File: src/rtl/bus_timer.sv
// bus_timer -- memory-mapped machine timer (mtime / mtimecmp / msip).
//
// A single-slave window on the memory controller's external bus. It provides
// a free-running 64-bit mtime counter advanced every PRESCALE clocks, one
// 64-bit mtimecmp per hart, and a registered timer-interrupt output per hart.
//
// Optional feature macro: TIMER_MSIP_EN. When defined, per-hart msip bits live
// at offset 0x0000+4h and drive o_sip. When undefined, that region reads 0,
// ignores writes, and o_sip is tied low.
//
// Ports:
//   i_clk, i_rst      clock, asynchronous active-high reset
//   i_bus_en          access request, held stable until o_ack is seen
//   i_wr_en           1 = write, 0 = read
//   i_addr            byte address (bits [1:0] ignored)
//   i_wr_data         write data
//   i_byte_en         write byte lanes
//   o_ack             one-cycle completion pulse
//   o_rd_data         read data, nonzero only while o_ack is high
//   o_tip             per-hart timer interrupt pending (registered)
//   o_sip             per-hart software interrupt pending
module bus_timer #(
  parameter int          HARTS    = 2,
  parameter logic [31:0] BASE     = 32'h0200_0000,
  parameter int          PRESCALE = 1
) (
  input  logic             i_clk,
  input  logic             i_rst,
  input  logic             i_bus_en,
  input  logic             i_wr_en,
  input  logic [31:0]      i_addr,
  input  logic [31:0]      i_wr_data,
  input  logic [3:0]       i_byte_en,
  output logic             o_ack,
  output logic [31:0]      o_rd_data,
  output logic [HARTS-1:0] o_tip,
  output logic [HARTS-1:0] o_sip
);

  localparam logic [1:0] ST_IDLE = 2'd0;
  localparam logic [1:0] ST_RESP = 2'd1;
  localparam logic [1:0] ST_HOLD = 2'd2;

  localparam int              PS_W    = $clog2(PRESCALE) + 1;
  localparam logic [PS_W-1:0] PS_LAST = PS_W'(PRESCALE - 1);

  // Replace the byte lanes of old_word selected by be with the new data.
  function automatic logic [31:0] merge_lanes(input logic [31:0] old_word,
                                              input logic [31:0] new_word,
                                              input logic [3:0]  be);
    logic [31:0] res;
    for (int k = 0; k < 4; k++) begin
      res[8*k +: 8] = be[k] ? new_word[8*k +: 8] : old_word[8*k +: 8];
    end
    return res;
  endfunction

  logic [1:0]      state_q, state_d;
  logic            ack_q, ack_d;
  logic [31:0]     rd_data_q, rd_data_d;
  logic [PS_W-1:0] ps_q, ps_d;
  logic [63:0]     mtime_q, mtime_d;
  logic [63:0]     mtimecmp_q [HARTS];
  logic [63:0]     mtimecmp_d [HARTS];
  logic [HARTS-1:0] tip_q, tip_d;

  // Address decode; only i_addr[15:2] selects a register inside the window.
  logic        hit_s, acc_s, wr_s, tick_s;
  logic        sel_mtime_lo_s, sel_mtime_hi_s, sel_cmp_s, cmp_hi_s;
  logic [10:0] cmp_idx_s;
  logic [31:0] rd_val_s;
  logic [1:0]  unused_addr_s;

  assign unused_addr_s  = i_addr[1:0];
  assign hit_s          = (i_addr[31:16] == BASE[31:16]);
  assign acc_s          = (state_q == ST_IDLE) && i_bus_en && hit_s;
  assign wr_s           = acc_s && i_wr_en;
  assign sel_mtime_lo_s = (i_addr[15:2] == 14'h2FFE);
  assign sel_mtime_hi_s = (i_addr[15:2] == 14'h2FFF);
  assign sel_cmp_s      = (i_addr[15:14] == 2'b01);
  assign cmp_idx_s      = i_addr[13:3];
  assign cmp_hi_s       = i_addr[2];

`ifdef TIMER_MSIP_EN
  logic [HARTS-1:0] msip_q, msip_d;
  logic             sel_msip_s;
  logic [11:0]      msip_idx_s;

  assign sel_msip_s = (i_addr[15:14] == 2'b00);
  assign msip_idx_s = i_addr[13:2];
  assign o_sip      = msip_q;

  // msip update: only lane 0 carries the single implemented bit.
  always_comb begin
    msip_d = msip_q;
    for (int h = 0; h < HARTS; h++) begin
      if (wr_s && sel_msip_s && i_byte_en[0] && (int'({20'd0, msip_idx_s}) == h)) begin
        msip_d[h] = i_wr_data[0];
      end else begin
        msip_d[h] = msip_q[h];
      end
    end
  end
`else
  assign o_sip = {HARTS{1'b0}};
`endif

  // Prescaler: mtime advances on the cycle the counter wraps.
  always_comb begin
    if (ps_q == PS_LAST) begin
      ps_d   = {PS_W{1'b0}};
      tick_s = 1'b1;
    end else begin
      ps_d   = ps_q + {{(PS_W-1){1'b0}}, 1'b1};
      tick_s = 1'b0;
    end
  end

  // mtime next value: a bus write wins over the increment for that cycle.
  always_comb begin
    if (wr_s && sel_mtime_lo_s) begin
      mtime_d = {mtime_q[63:32], merge_lanes(mtime_q[31:0], i_wr_data, i_byte_en)};
    end else if (wr_s && sel_mtime_hi_s) begin
      mtime_d = {merge_lanes(mtime_q[63:32], i_wr_data, i_byte_en), mtime_q[31:0]};
    end else if (tick_s) begin
      mtime_d = mtime_q + 64'd1;
    end else begin
      mtime_d = mtime_q;
    end
  end

  // mtimecmp writes and the compare that feeds the registered o_tip.
  always_comb begin
    for (int h = 0; h < HARTS; h++) begin
      if (wr_s && sel_cmp_s && (int'({21'd0, cmp_idx_s}) == h)) begin
        if (cmp_hi_s) begin
          mtimecmp_d[h] = {merge_lanes(mtimecmp_q[h][63:32], i_wr_data, i_byte_en),
                           mtimecmp_q[h][31:0]};
        end else begin
          mtimecmp_d[h] = {mtimecmp_q[h][63:32],
                           merge_lanes(mtimecmp_q[h][31:0], i_wr_data, i_byte_en)};
        end
      end else begin
        mtimecmp_d[h] = mtimecmp_q[h];
      end
      tip_d[h] = (mtime_q >= mtimecmp_q[h]);
    end
  end

  // Read mux; unmapped offsets inside the window return 0.
  always_comb begin
    rd_val_s = 32'd0;
    if (sel_mtime_lo_s) begin
      rd_val_s = mtime_q[31:0];
    end else if (sel_mtime_hi_s) begin
      rd_val_s = mtime_q[63:32];
    end else if (sel_cmp_s) begin
      for (int h = 0; h < HARTS; h++) begin
        if (int'({21'd0, cmp_idx_s}) == h) begin
          rd_val_s = cmp_hi_s ? mtimecmp_q[h][63:32] : mtimecmp_q[h][31:0];
        end else begin
          rd_val_s = rd_val_s;
        end
      end
`ifdef TIMER_MSIP_EN
    end else if (sel_msip_s) begin
      for (int h = 0; h < HARTS; h++) begin
        if (int'({20'd0, msip_idx_s}) == h) begin
          rd_val_s = {31'd0, msip_q[h]};
        end else begin
          rd_val_s = rd_val_s;
        end
      end
`endif
    end else begin
      rd_val_s = 32'd0;
    end
  end

  // Handshake FSM: HOLD swallows a request still asserted after its ack.
  always_comb begin
    state_d   = state_q;
    ack_d     = 1'b0;
    rd_data_d = 32'd0;
    case (state_q)
      ST_IDLE: begin
        if (acc_s) begin
          state_d   = ST_RESP;
          ack_d     = 1'b1;
          rd_data_d = i_wr_en ? 32'd0 : rd_val_s;
        end else begin
          state_d = ST_IDLE;
        end
      end
      ST_RESP: begin
        state_d = i_bus_en ? ST_HOLD : ST_IDLE;
      end
      ST_HOLD: begin
        state_d = i_bus_en ? ST_HOLD : ST_IDLE;
      end
      default: begin
        state_d = ST_IDLE;
      end
    endcase
  end

  // State registers with asynchronous reset.
  always_ff @(posedge i_clk or posedge i_rst) begin
    if (i_rst) begin
      state_q   <= ST_IDLE;
      ack_q     <= 1'b0;
      rd_data_q <= 32'd0;
      ps_q      <= {PS_W{1'b0}};
      mtime_q   <= 64'd0;
      tip_q     <= {HARTS{1'b0}};
      for (int h = 0; h < HARTS; h++) begin
        mtimecmp_q[h] <= {64{1'b1}};
      end
`ifdef TIMER_MSIP_EN
      msip_q    <= {HARTS{1'b0}};
`endif
    end else begin
      state_q   <= state_d;
      ack_q     <= ack_d;
      rd_data_q <= rd_data_d;
      ps_q      <= ps_d;
      mtime_q   <= mtime_d;
      tip_q     <= tip_d;
      for (int h = 0; h < HARTS; h++) begin
        mtimecmp_q[h] <= mtimecmp_d[h];
      end
`ifdef TIMER_MSIP_EN
      msip_q    <= msip_d;
`endif
    end
  end

  assign o_ack     = ack_q;
  assign o_rd_data = rd_data_q;
  assign o_tip     = tip_q;

endmodule

File: config.mk
export PLATFORM = sky130hd
export DESIGN_NAME = bus_timer
export DESIGN_NICKNAME = d
export VERILOG_FILES = /design/src/rtl/bus_timer.sv
export SDC_FILE = /design/constraint.sdc
export NUM_CORES = 1
export LEC_CHECK = 0
export BUFFER_PORTS_ARGS = -buffer_cell sky130_fd_sc_hd__buf_2
export CORE_ASPECT_RATIO = 1.1
export CORE_MARGIN = 8
export CORE_UTILIZATION = 56
export CTS_BUF_LIST = sky130_fd_sc_hd__clkbuf_8 sky130_fd_sc_hd__clkbuf_16
export CTS_CLUSTER_DIAMETER = 150
export DETAILED_ROUTE_END_ITERATION = 16
export PLACE_DENSITY = 0.78
export RECOVER_POWER = 100
export SLEW_MARGIN = 10
export SYNTH_ARGS = -nofsm -noshare
export SYNTH_HDL_FRONTEND = slang
export SYNTH_SLANG_ARGS = --single-unit
File: constraint.sdc
create_clock -name i_clk -period 7.6 [get_ports i_clk]
set_clock_uncertainty 0.2 [all_clocks]
set_input_delay 1.52 -clock i_clk [delete_from_list [all_inputs] [get_ports i_clk]]
set_output_delay 1.52 -clock i_clk [all_outputs]
set_load 0.02 [all_outputs]
==> results of run 1 <==
-- cells by family (layout without fill, tap and decap cells) --
family,after synthesis,in the layout,synth area share [%]
XOR/XNOR,6,6,0.351
AO/OA/AOI/OAI,394,394,17.0
multiplexers,131,131,10.7
flip-flops,228,228,39.1
adder cells (fa/ha/maj),131,131,10.9
AND/OR/NAND/NOR,478,478,15.8
buffers and inverters,226,328,6.09
other,1,2,0.0250
-- through the flow --
step / util [%] / setup slack (ps) / hold slack, ps / total power, mW
6_report: 62.3 / 1930 / 321 / 2.66
3_3_place_gp: 59.3 / 2610 / 300 / 1.36
3_5_place_dp: 59.3 / 2490 / 309 / 1.36
2_1_floorplan: - / 3000 / 284 / 1.30
5_1_grt: 62.3 / 1740 / 345 / 2.74
4_1_cts: 62.7 / 3040 / 321 / 2.68
-- sequential cells by signal, indices dropped and copies added (netlist names) --
signal and flops:
mtimecmp_q 128, o_rd_data 32, o_tip 2, mtime_q 64, state_q 2
-- area by class of cell --
type	count	area (sq um)
clock buffer	30	717
tap	357	447
timing repair buffer	118	586
clock inverter	18	185
inverter	162	609
multi-input combinational	1142	8190
fill	2323	10000
sequential	228	5870
-- power groups by stage --
stage,Combinational [mW],Clock [mW],Sequential (mW)
after floorplan,0.0672,0,1.24
after global placement,0.123,0,1.24
after detailed placement,0.125,0,1.24
after CTS,0.126,1.34,1.22
after global routing,0.134,1.39,1.22
final,0.124,1.32,1.22
-- worst reg2reg max path: stages, from the launching register on --
cell and delay, ps:
dfrtp_1 400, inv_1 70, ha_1 140, nor4bb_1 420, nand3_1 240, or4_1 860
nor2_1 990, o21ai_0 210
-- worst max-delay path by stage --
| stage | slack, ps | from | to |
|---|---|---|---|
| finish | 1930 | i_addr[3] | mtime_q[19] |
| global route | 1740 | i_addr[3] | mtime_q[19] |
| CTS | 3040 | i_addr[10] | mtimecmp_q[40] |
| detailed placement | 2490 | i_addr[10] | mtimecmp_q[40] |
| global placement | 2610 | i_addr[3] | mtimecmp_q[53] |
| floorplan | 3000 | i_rst | mtime_q[0] |
-- layer usage --
| layer | vias up | GRT usage (%) | part of all wire, % |
|---|---|---|---|
| li1 | 5998 | - | - |
| met1 | 6406 | 35.6 | 39 |
| met2 | 673 | 46.1 | 47 |
| met3 | 180 | 4.56 | 8.6 |
| met4 | 0 | 13.0 | 4.9 |
| met5 | - | 0 | 0 |
-- placed cells by master (no fill, tap or decap), drive strengths merged, types with 79 or more instances in the layout --
cell	synthesis	layout
a21oi	104	104
buf	27	79
dfrtp	100	100
dfstp	128	128
ha	131	131
inv	162	170
mux2	79	79
nand2	147	147
nor2	111	111
o21ai	108	108
==> impl_metrics.csv, run 1 <==
group,metric,value,unit
place,gp_congestion,0.943,
synth,yosys.area.top_type,"dfstp_2",
cts,cts_tree,"done",
route,drcViolationCount,0,
global_route,grt_max_degree,102,
synth,synthFlopType,"dfstp_2",
synth,yosysWarnings,0,
worst_setup_path,cp.depth,7,
floorplanning,chipWidth,172,um
sta,rsz0062_at_grt,"no",
synth,synth.most_common_cell,"inv_1",
global_route,grt_usage,28.1,%
global_route,grt_overflow,0,
worst_setup_path,crit_slowest_cell,"or4_1",
route,detail-route-antenna-nets,0,
synth,syn_inst,1595,
floorplanning,pin_count,109,
synth,ys_seq_area_share,39.1,%
floorplanning,initial_core_util,56.3,%
sta,slew_viol_final,161,
synth,synth_top_area_share,22.4,%
worst_setup_path,crit_chain,"clkbuf_1 > nand4_4 > or4_1 > or4_4 > nor3_1 > a2bb2oi_1 > a311oi_1",
synth,synth_edf_count,0,
final_layout,final_area,16600,sq um
place,place.port_buffers,104,
worst_setup_path,crit_path_end_kind,"flip-flop",
route,wire_per_inst,22.4,um
route,drt_wl_total,46000,um
synth,netlist_top_cells_count,"inv_1 (162), nand2_1 (146), ha_1 (131), dfstp_2 (128), nor2_1 (108)",
outcome,status,"finished, violations left",
power,power_density,160,nW/um^2
cts,cts_setup_buffers,0,
place,dp_cells,2007,
worst_setup_path,critPathLaunchType,"input port",
worst_hold_path,hp-start,"mtimecmp_q[76]",
cts,cts_buffers,26,
synth,syn_avg_cell_area,9.40,sq um
outcome,violations,"capacitance limit, slew limit",
cts,cts_hold_buf,0,
synth,ys_seq_elements,228,
route,dr.pass1.iters,5,
worst_setup_path,cpLargestDelayFamily,"simple AND/OR/NAND/NOR gates",
worst_setup_path,worstPathArrival,5840,ps
cts,max-clock-path-buffers,3,
cts,htreeDepth,1,
floorplanning,core,26600,sq um
synth,synthTopCellsByArea,"dfstp_2 (22%), dfrtp_1 (17%), ha_1 (11%), mux2_2 (5.9%), inv_1 (4.1%)",
worst_setup_path,reg2reg_depth,7,
route,viasPerCell,6.45,
run,max_cap_viol_count,3,
worst_setup_path,r2r-end,"mtimecmp_q[95]",
sta,setup_viol,0,
worst_setup_path,worstSetupPathType,"input port to flip-flop",
worst_hold_path,holdPathStages,2,
final_layout,layout-drive-gt1-share,21.0,%
floorplanning,rows,63,
final_layout,nets,1881,
sta,hold_viol,0,
power,p_leak,7.24,nW
power,intPower,2.06,mW
final_layout,syn_to_final_growth,10.7,%
worst_setup_path,rrSetupSlack,3950,ps
final_layout,final_cell_count_no_fill,2055,
worst_hold_path,worst_hold_path.endpoint,"mtimecmp_q[76]",
synth,syn-cell-area,15000,sq um
place,placed_area,15800,sq um
cts,clkTransAtPathRegs,60,ps
cts,cts_resized,0,
place,dpl.hpwl,33200,um
worst_setup_path,cp.required,7770,ps
final_layout,insertedDiodeCount,0,
worst_setup_path,worstReg2RegStart,"state_q[0]",
worst_setup_path,critPathMaxFanout,41,
power,power.switching,0.602,mW
cts,root_buffer,"clkbuf_16",
worst_setup_path,critPathBufInv,1,
synth,async_flop_share,100,%
power,swShare,22.6,%
power,pwr-share-comb,4.7,%
worst_hold_path,hp-class,"flip-flop to flip-flop",
global_route,grt_pass1_wl,71800,um
global_route,grt_pass1_vias,13300,
synth,ys_types,77,
route,drtIter0Drc,1306,
cts,clkSinkCount,228,
floorplanning,dieArea,32300,sq um
floorplanning,dieHeight,188,um
sta,timing.fmax,0.176,GHz
route,vias,13300,
power,vdd_drop_max,0.183,mV
sta,finalSetupTns,0,ps
power,p_seq_share,45.7,%
worst_setup_path,max_stage_delay,1040,ps
global_route,antenna_found_initial,0,
sta,min_period_over_period,74.6,%
power,power_frac_clock,49.6,%
sta,worst_pin_slew,2470,ps
sta,min_period,5670,ps
cts,clkLatencyLatePin,540,ps
sta,max_slew_margin,-64.4,%
Power figures use the tool's default switching activity.
==> run 2, diff against run 1 <==
--- a/config.mk
+++ b/config.mk
@@ -5,6 +5,7 @@
 export SDC_FILE = /design/constraint.sdc
 export NUM_CORES = 1
 export LEC_CHECK = 0
+export ABC_AREA = 1
 export BUFFER_PORTS_ARGS = -buffer_cell sky130_fd_sc_hd__buf_2
 export CORE_ASPECT_RATIO = 1.1
 export CORE_MARGIN = 8
@@ -12,7 +13,7 @@
 export CTS_BUF_LIST = sky130_fd_sc_hd__clkbuf_8 sky130_fd_sc_hd__clkbuf_16
 export CTS_CLUSTER_DIAMETER = 150
 export DETAILED_ROUTE_END_ITERATION = 16
-export PLACE_DENSITY = 0.78
+export PLACE_DENSITY = 0.77
 export RECOVER_POWER = 100
 export SLEW_MARGIN = 10
 export SYNTH_ARGS = -nofsm -noshare
==> constraint.sdc (replaced) <==
create_clock -name i_clk -period 4.69 [get_ports i_clk]
set_clock_uncertainty 0.2 [all_clocks]
set_input_delay 0.938 -clock i_clk [delete_from_list [all_inputs] [get_ports i_clk]]
set_output_delay 0.938 -clock i_clk [all_outputs]
set_load 0.02 [all_outputs]
==> run 2 against run 1 <==
The run now ends clean. Via count is 29% higher. Critical path depth is 3 higher. Final area is 11% higher. Sequential share of layout area is 3.4 points lower. Critical path type unchanged. Largest cell class unchanged. Largest power group unchanged.
==> impl_metrics.csv, run 2 <==
group,metric,value,unit
synth,yosysWarnings,0,
worst_setup_path,worstSetupPathType,"input port to flip-flop",
power,power_density,245,nW/um^2
sta,slew_viol_final,0,
cts,clkLatencyLatePin,570,ps
sta,min_period_over_period,78.1,%
route,detail-route-antenna-nets,0,
sta,whs,275,ps
synth,synth.most_common_cell,"nand2_1",
worst_hold_path,hp-class,"flip-flop to flip-flop",
outcome,status,"finished, final reports clean",
global_route,grt_max_degree,98,
cts,clkSinkCount,228,
sta,hold_viol,0,
cts,clkTransAtPathRegs,60,ps
final_layout,layout_common_cells,"nand2_1 (779), inv_1 (286), o21ai_0 (263)",
sta,worst_pin_slew,1350,ps
synth,ys_seq_elements,228,
route,dr.pass1.iters,6,
floorplanning,chipWidth,181,um
power,vdd_drop_max,0.314,mV
global_route,grt_pass1_wl,94000,um
place,pre_cts_slack,1210,ps
final_layout,layout-drive-gt1-share,10.8,%
cts,htreeDepth,1,
global_route,grt_usage,34.1,%
route,drtIter0Drc,1542,
power,power.switching,1.04,mW
place,place.port_buffers,104,
final_layout,nets,2719,
route,viasPerCell,5.88,
synth,syn_inst,2433,
place,dpl.hpwl,45900,um
route,vias,17100,
floorplanning,pin_count,109,
global_route,grt_overflow,0,
sta,min_period,3660,ps
final_layout,regArea,5870,sq um
sta,fin_ws,1030,ps
route,dr.max_layer_used,"met4",
cts,cts_buffers,26,
cts,cts_hold_buf,0,
route,drt_wl_total,61700,um
worst_setup_path,rrSetupSlack,1130,ps
synth,synthTopCellsByArea,"dfstp_2 (20%), nand2_1 (17%), dfrtp_1 (15%), ha_1 (9.8%), o21ai_0 (7.1%)",
worst_setup_path,cp-startpoint,"i_addr[2]",
synth,syn_avg_cell_area,6.90,sq um
route,met1_length,23600,um
synth,async_flop_share,100,%
route,drcViolationCount,0,
sta,finalSetupTns,0,ps
worst_setup_path,critPathMaxFanout,27,
global_route,grt_pass1_vias,16600,
synth,yosys.area.top_type,"dfstp_2",
final_layout,largest_register_ff_count,128,
run,max_cap_viol_count,0,
floorplanning,dieHeight,198,um
floorplanning,dieArea,35800,sq um
final_layout,multi_input_area,9320,sq um
worst_hold_path,hp-start,"mtimecmp_q[9]",
cts,root_buffer,"clkbuf_16",
power,power_frac_clock,51.7,%
sta,rsz0062_at_grt,"no",
route,wire_per_inst,21.2,um
worst_setup_path,crit_path_end_kind,"flip-flop",
power,swShare,23.2,%
power,pwr-share-comb,4.4,%
place,dp_cells,2862,
sta,max_slew_margin,9.71,%
place,gp_congestion,1.02,
final_layout,insertedDiodeCount,0,
synth,syn-cell-area,16800,sq um
cts,cts_resized,0,
synth,synthFlopType,"dfstp_2",
route,met2WireLength,29200,um
power,p_seq_share,43.9,%
cts,max-clock-path-buffers,3,
worst_setup_path,critPathLaunchType,"input port",
worst_setup_path,worstReg2RegStart,"state_q[0]",
global_route,antenna_found_initial,0,
final_layout,top_register,"mtimecmp_q",
sta,timing.fmax,0.273,GHz
final_layout,syn_to_final_growth,9.31,%
synth,synth_edf_count,0,
power,intPower,3.45,mW
worst_setup_path,cp.required,4930,ps
final_layout,final_cell_count_no_fill,2910,
cts,cts_tree,"done",
synth,synth_top_area_share,20.0,%
synth,netlist_top_cells_count,"nand2_1 (768), inv_1 (284), o21ai_0 (239), nor2_1 (228), nand3_1 (162)",
final_layout,final_common_cell,"nand2_1",
floorplanning,core,29600,sq um
power,p_leak,8.79,nW
floorplanning,initial_core_util,56.8,%
worst_setup_path,worstPathArrival,3910,ps
route,wl_met3,4570,um
synth,ys_types,41,
final_layout,fillers,2844,
synth,ys_seq_area_share,34.9,%
floorplanning,rows,66,
cts,cts_setup_buffers,0,
sta,setup_viol,0,
## run 2: cell count changes in the layout (fill, tap and decap cells not counted), moves of 20 or more
cell,previous run,this run
nand2_1,146,779
o21ai_0,107,263
nor2_1,110,238
inv_1,169,286
nand3_1,65,162
mux2_2,79,0
a211oi_1,51,0
mux2i_1,37,0
nand4_1,53,23
nor4_1,20,0
## run 2: cell families (layout without fill, tap and decap cells)
logic type | Yosys count | in the layout | synth area share, %
fa+ha+maj | 131 | 131 | 9.76
buf+inv | 358 | 460 | 8.80
compound gates | 440 | 440 | 13.8
simple gates | 1247 | 1247 | 31.2
other cells | 1 | 2 | 0.0223
xor+xnor | 28 | 28 | 1.46
flops | 228 | 228 | 34.9
## run 2: routing by layer
metal,GRT usage (%),vias to the layer above
li1,-,8046
met1,40.1,8013
met2,58.6,813
met3,4.86,226
met4,21.0,0
met5,0,-
## run 2: through the flow
step	total power [mW]	util, %	area [sq um]
floorplan	2.10	-	16800
global placement	2.20	59.5	17600
detailed placement	2.20	59.5	17600
CTS	4.51	62.8	18600
global route	4.58	62.1	18400
finish	4.49	62.1	18400
## run 2: power by group through the flow
stage | clock (mW) | sequential (mW) | combinational [mW]
after global routing | 2.40 | 1.97 | 0.215
after CTS | 2.34 | 1.97 | 0.201
after detailed placement | 0 | 2.00 | 0.200
after global placement | 0 | 2.00 | 0.197
after floorplan | 0 | 2.00 | 0.0992
final | 2.32 | 1.97 | 0.197
## run 2: worst paths after layout
check                      depth (start not counted)             to
setup / recovery                                  10    mtime_q[17]
min in group asynchronous                          2     state_q[1]
max in group asynchronous                          3    mtime_q[52]
hold / removal                                     2  mtimecmp_q[9]
setup reg to reg                                  14    mtime_q[42]
hold reg to reg                                    2  mtimecmp_q[9]
## run 2: final cells by class
class | instances | share of cell area (%)
clock buffers | 34 | 4.21
clock inverters | 14 | 1.14
inverters | 286 | 5.86
multi-input cells | 1848 | 50.7
flip-flops and latches | 228 | 32.0
well taps | 374 | 2.55
repair buffers | 126 | 3.55
## run 2: critical path, cell delays in order
cell     delay [ps]
buf_4           270
inv_1            90
nor2_1          150
nand2_1          70
nor2_1          760
nand3_4         300
nand2_1         840
nand2_1         270
nand2_1         140
nand2_1          70
==> run 3, diff against run 2 <==
--- a/config.mk
+++ b/config.mk
@@ -9,11 +9,11 @@
 export BUFFER_PORTS_ARGS = -buffer_cell sky130_fd_sc_hd__buf_2
 export CORE_ASPECT_RATIO = 1.1
 export CORE_MARGIN = 8
-export CORE_UTILIZATION = 56
+export CORE_UTILIZATION = 60
 export CTS_BUF_LIST = sky130_fd_sc_hd__clkbuf_8 sky130_fd_sc_hd__clkbuf_16
 export CTS_CLUSTER_DIAMETER = 150
 export DETAILED_ROUTE_END_ITERATION = 16
-export PLACE_DENSITY = 0.77
+export PLACE_DENSITY = 0.79
 export RECOVER_POWER = 100
 export SLEW_MARGIN = 10
 export SYNTH_ARGS = -nofsm -noshare
==> constraint.sdc (replaced) <==
create_clock -name i_clk -period 3.65 [get_ports i_clk]
set_clock_uncertainty 0.2 [all_clocks]
set_input_delay 0.73 -clock i_clk [delete_from_list [all_inputs] [get_ports i_clk]]
set_output_delay 0.73 -clock i_clk [all_outputs]
set_load 0.02 [all_outputs]
==> run 3 against run 2 <==
Register-to-register slack got worse by 650 ps. Critical path type is now flip-flop to flip-flop. The run now ends with capacitance limit, slew limit left. Final cell count unchanged. Die area decreased by 6.1%. Largest cell class unchanged. Sequential share of layout area decreased by 0.11 points.
==> impl_metrics.csv, run 3 (same netlist as run 2, synthesis figures left out) <==
group,metric,value,unit
final_layout,final_core_util,66.5,%
worst_setup_path,critPathMaxFanout,7,
global_route,grtUsageMet2,62.1,%
global_route,grt_usage,36.5,%
floorplanning,rows,64,
route,vias,17300,
final_layout,largest_register_ff_count,128,
cts,clkSinkCount,228,
final_layout,layout_common_cells,"nand2_1 (778), inv_1 (285), o21ai_0 (262)",
worst_setup_path,reg2reg_depth,12,
worst_setup_path,cp.required,3890,ps
cts,root_buffer,"clkbuf_16",
worst_setup_path,worstPathArrival,3400,ps
cts,cts_resized,0,
final_layout,layout-drive-gt1-share,11.6,%
route,drcViolationCount,0,
final_layout,final_common_cell,"nand2_1",
cts,cts_buffers,26,
cts,cts_hold_buf,0,
power,p_leak,8.83,nW
floorplanning,dieArea,33600,sq um
sta,slew_viol_final,57,
place,pre_cts_slack,632,ps
route,drtIter0Drc,1504,
floorplanning,chipWidth,176,um
global_route,grt_busiest_layer,"met2",
sta,fin_ws,483,ps
worst_setup_path,critPathLaunchType,"flip-flop",
global_route,grt_pass1_wl,94200,um
sta,rsz0062_at_grt,"no",
final_layout,fillers,2520,
power,power_density,308,nW/um^2
worst_setup_path,worstSetupPathType,"flip-flop to flip-flop",
global_route,antenna_found_initial,0,
floorplanning,core,27700,sq um
power,vdd_drop_max,0.333,mV
cts,clkTransAtPathRegs,60,ps
cts,htreeDepth,1,
final_layout,top_register,"mtimecmp_q",
sta,setup_viol,0,
cts,max-clock-path-buffers,3,
route,viasPerCell,5.96,
place,dpl.hpwl,45500,um
cts,cts_setup_buffers,0,
cts,cts_tree,"done",
final_layout,final_area,18400,sq um
global_route,grt_max_degree,118,
route,dr.pass1.iters,5,
global_route,met3_usage,6.01,%
place,place.port_buffers,104,
outcome,violations,"capacitance limit, slew limit",
worst_hold_path,hp-start,"i_bus_en",
run,max_cap_viol_count,2,
global_route,grt_use_met1,42.3,%
global_route,grt_overflow,0,
sta,hold_viol,0,
sta,timing.fmax,0.316,GHz
place,gp_congestion,1.02,
sta,max_slew_margin,-0.441,%
place,placed_area,17700,sq um
power,fin_total_pwr,5.67,mW
route,drt_wl_total,61900,um
route,wire_per_inst,21.3,um
global_route,grt_pass1_vias,17000,
worst_setup_path,rrSetupSlack,480,ps
worst_setup_path,worstReg2RegStart,"mtime_q[1]",
cts,clkLatencyLatePin,550,ps
outcome,status,"finished, violations left",
floorplanning,initial_core_util,60.6,%
worst_hold_path,holdPathStages,3,
worst_setup_path,r2r-end,"mtime_q[32]",
final_layout,syn_to_final_growth,9.69,%
floorplanning,pin_count,109,
worst_hold_path,worst_hold_path.endpoint,"state_q[1]",
final_layout,nets,2729,
sta,min_period,3170,ps
route,detail-route-antenna-nets,0,
worst_hold_path,hp-class,"input port to flip-flop",
sta,min_period_over_period,86.8,%
floorplanning,dieHeight,191,um
worst_setup_path,crit_path_end_kind,"flip-flop",
sta,worst_pin_slew,1510,ps
## run 3: cell types whose count changed in the layout (fill, tap and decap cells not counted), sizes merged
| cell | previous run | this run |
|---|---|---|
| inv | 286 | 287 |
| clkinvlp | 4 | 2 |
| clkbuf | 75 | 76 |
| diode | 0 | 1 |
| clkinv | 5 | 8 |
| buf | 85 | 93 |
| bufinv | 5 | 4 |
## run 3: critical path, stage by stage (launching register included)
cell      delay (ps)
dfrtp_1          520
ha_1             210
clkbuf_1         310
inv_1            110
nor2_1           370
nand2_1          250
nor2_1           440
nand2_1          240
xor2_1           190
nand2_1           60
nand2_1           60
nand2_1           60
nand2_1           40
## run 3: worst max-delay path by stage
stage / startpoint / endpoint / slack (ps) / depth (start not counted)
after floorplan: i_rst / mtime_q[0] / -160 / 1
after global placement: i_addr[3] / mtime_q[59] / 680 / 11
after detailed placement: i_addr[31] / mtime_q[19] / 630 / 11
after CTS: mtime_q[1] / mtime_q[32] / 930 / 12
after global routing: i_rst / mtime_q[45] / 430 / 3
final: mtime_q[1] / mtime_q[32] / 480 / 12
## run 3: per-stage QoR
stage	hold WS, ps	std cells	setup TNS, ps
detailed placement	265	2861	0
global route	212	2909	0
global placement	260	2861	0
floorplan	251	2434	-15550
CTS	128	2909	0
finish	217	2910	0
## run 3: area by class of cell
cell class	count	area (sq um)	area share [%]
Sequential cell	228	5870	31.8
Multi-Input combinational cell	1848	9370	50.9
Tap cell	363	454	2.47
Timing Repair Buffer	136	708	3.84
Clock buffer	33	758	4.12
Inverter	286	1070	5.84
Clock inverter	15	188	1.02
Antenna cell	1	2.50	0.0136
## run 3: layer usage
| layer | share of wire (%) | wire [um] |
|---|---|---|
| met1 | 37 | 22700 |
| met4 | 7.1 | 4390 |
| met3 | 9.1 | 5640 |
| met5 | 0 | 0 |
| met2 | 47 | 29200 |
## run 3: where the power goes
part / switching (mW) / internal [mW]
sequential: 0.0000106 / 2.53
combinational: 0.203 / 0.0550
clock: 1.13 / 1.75
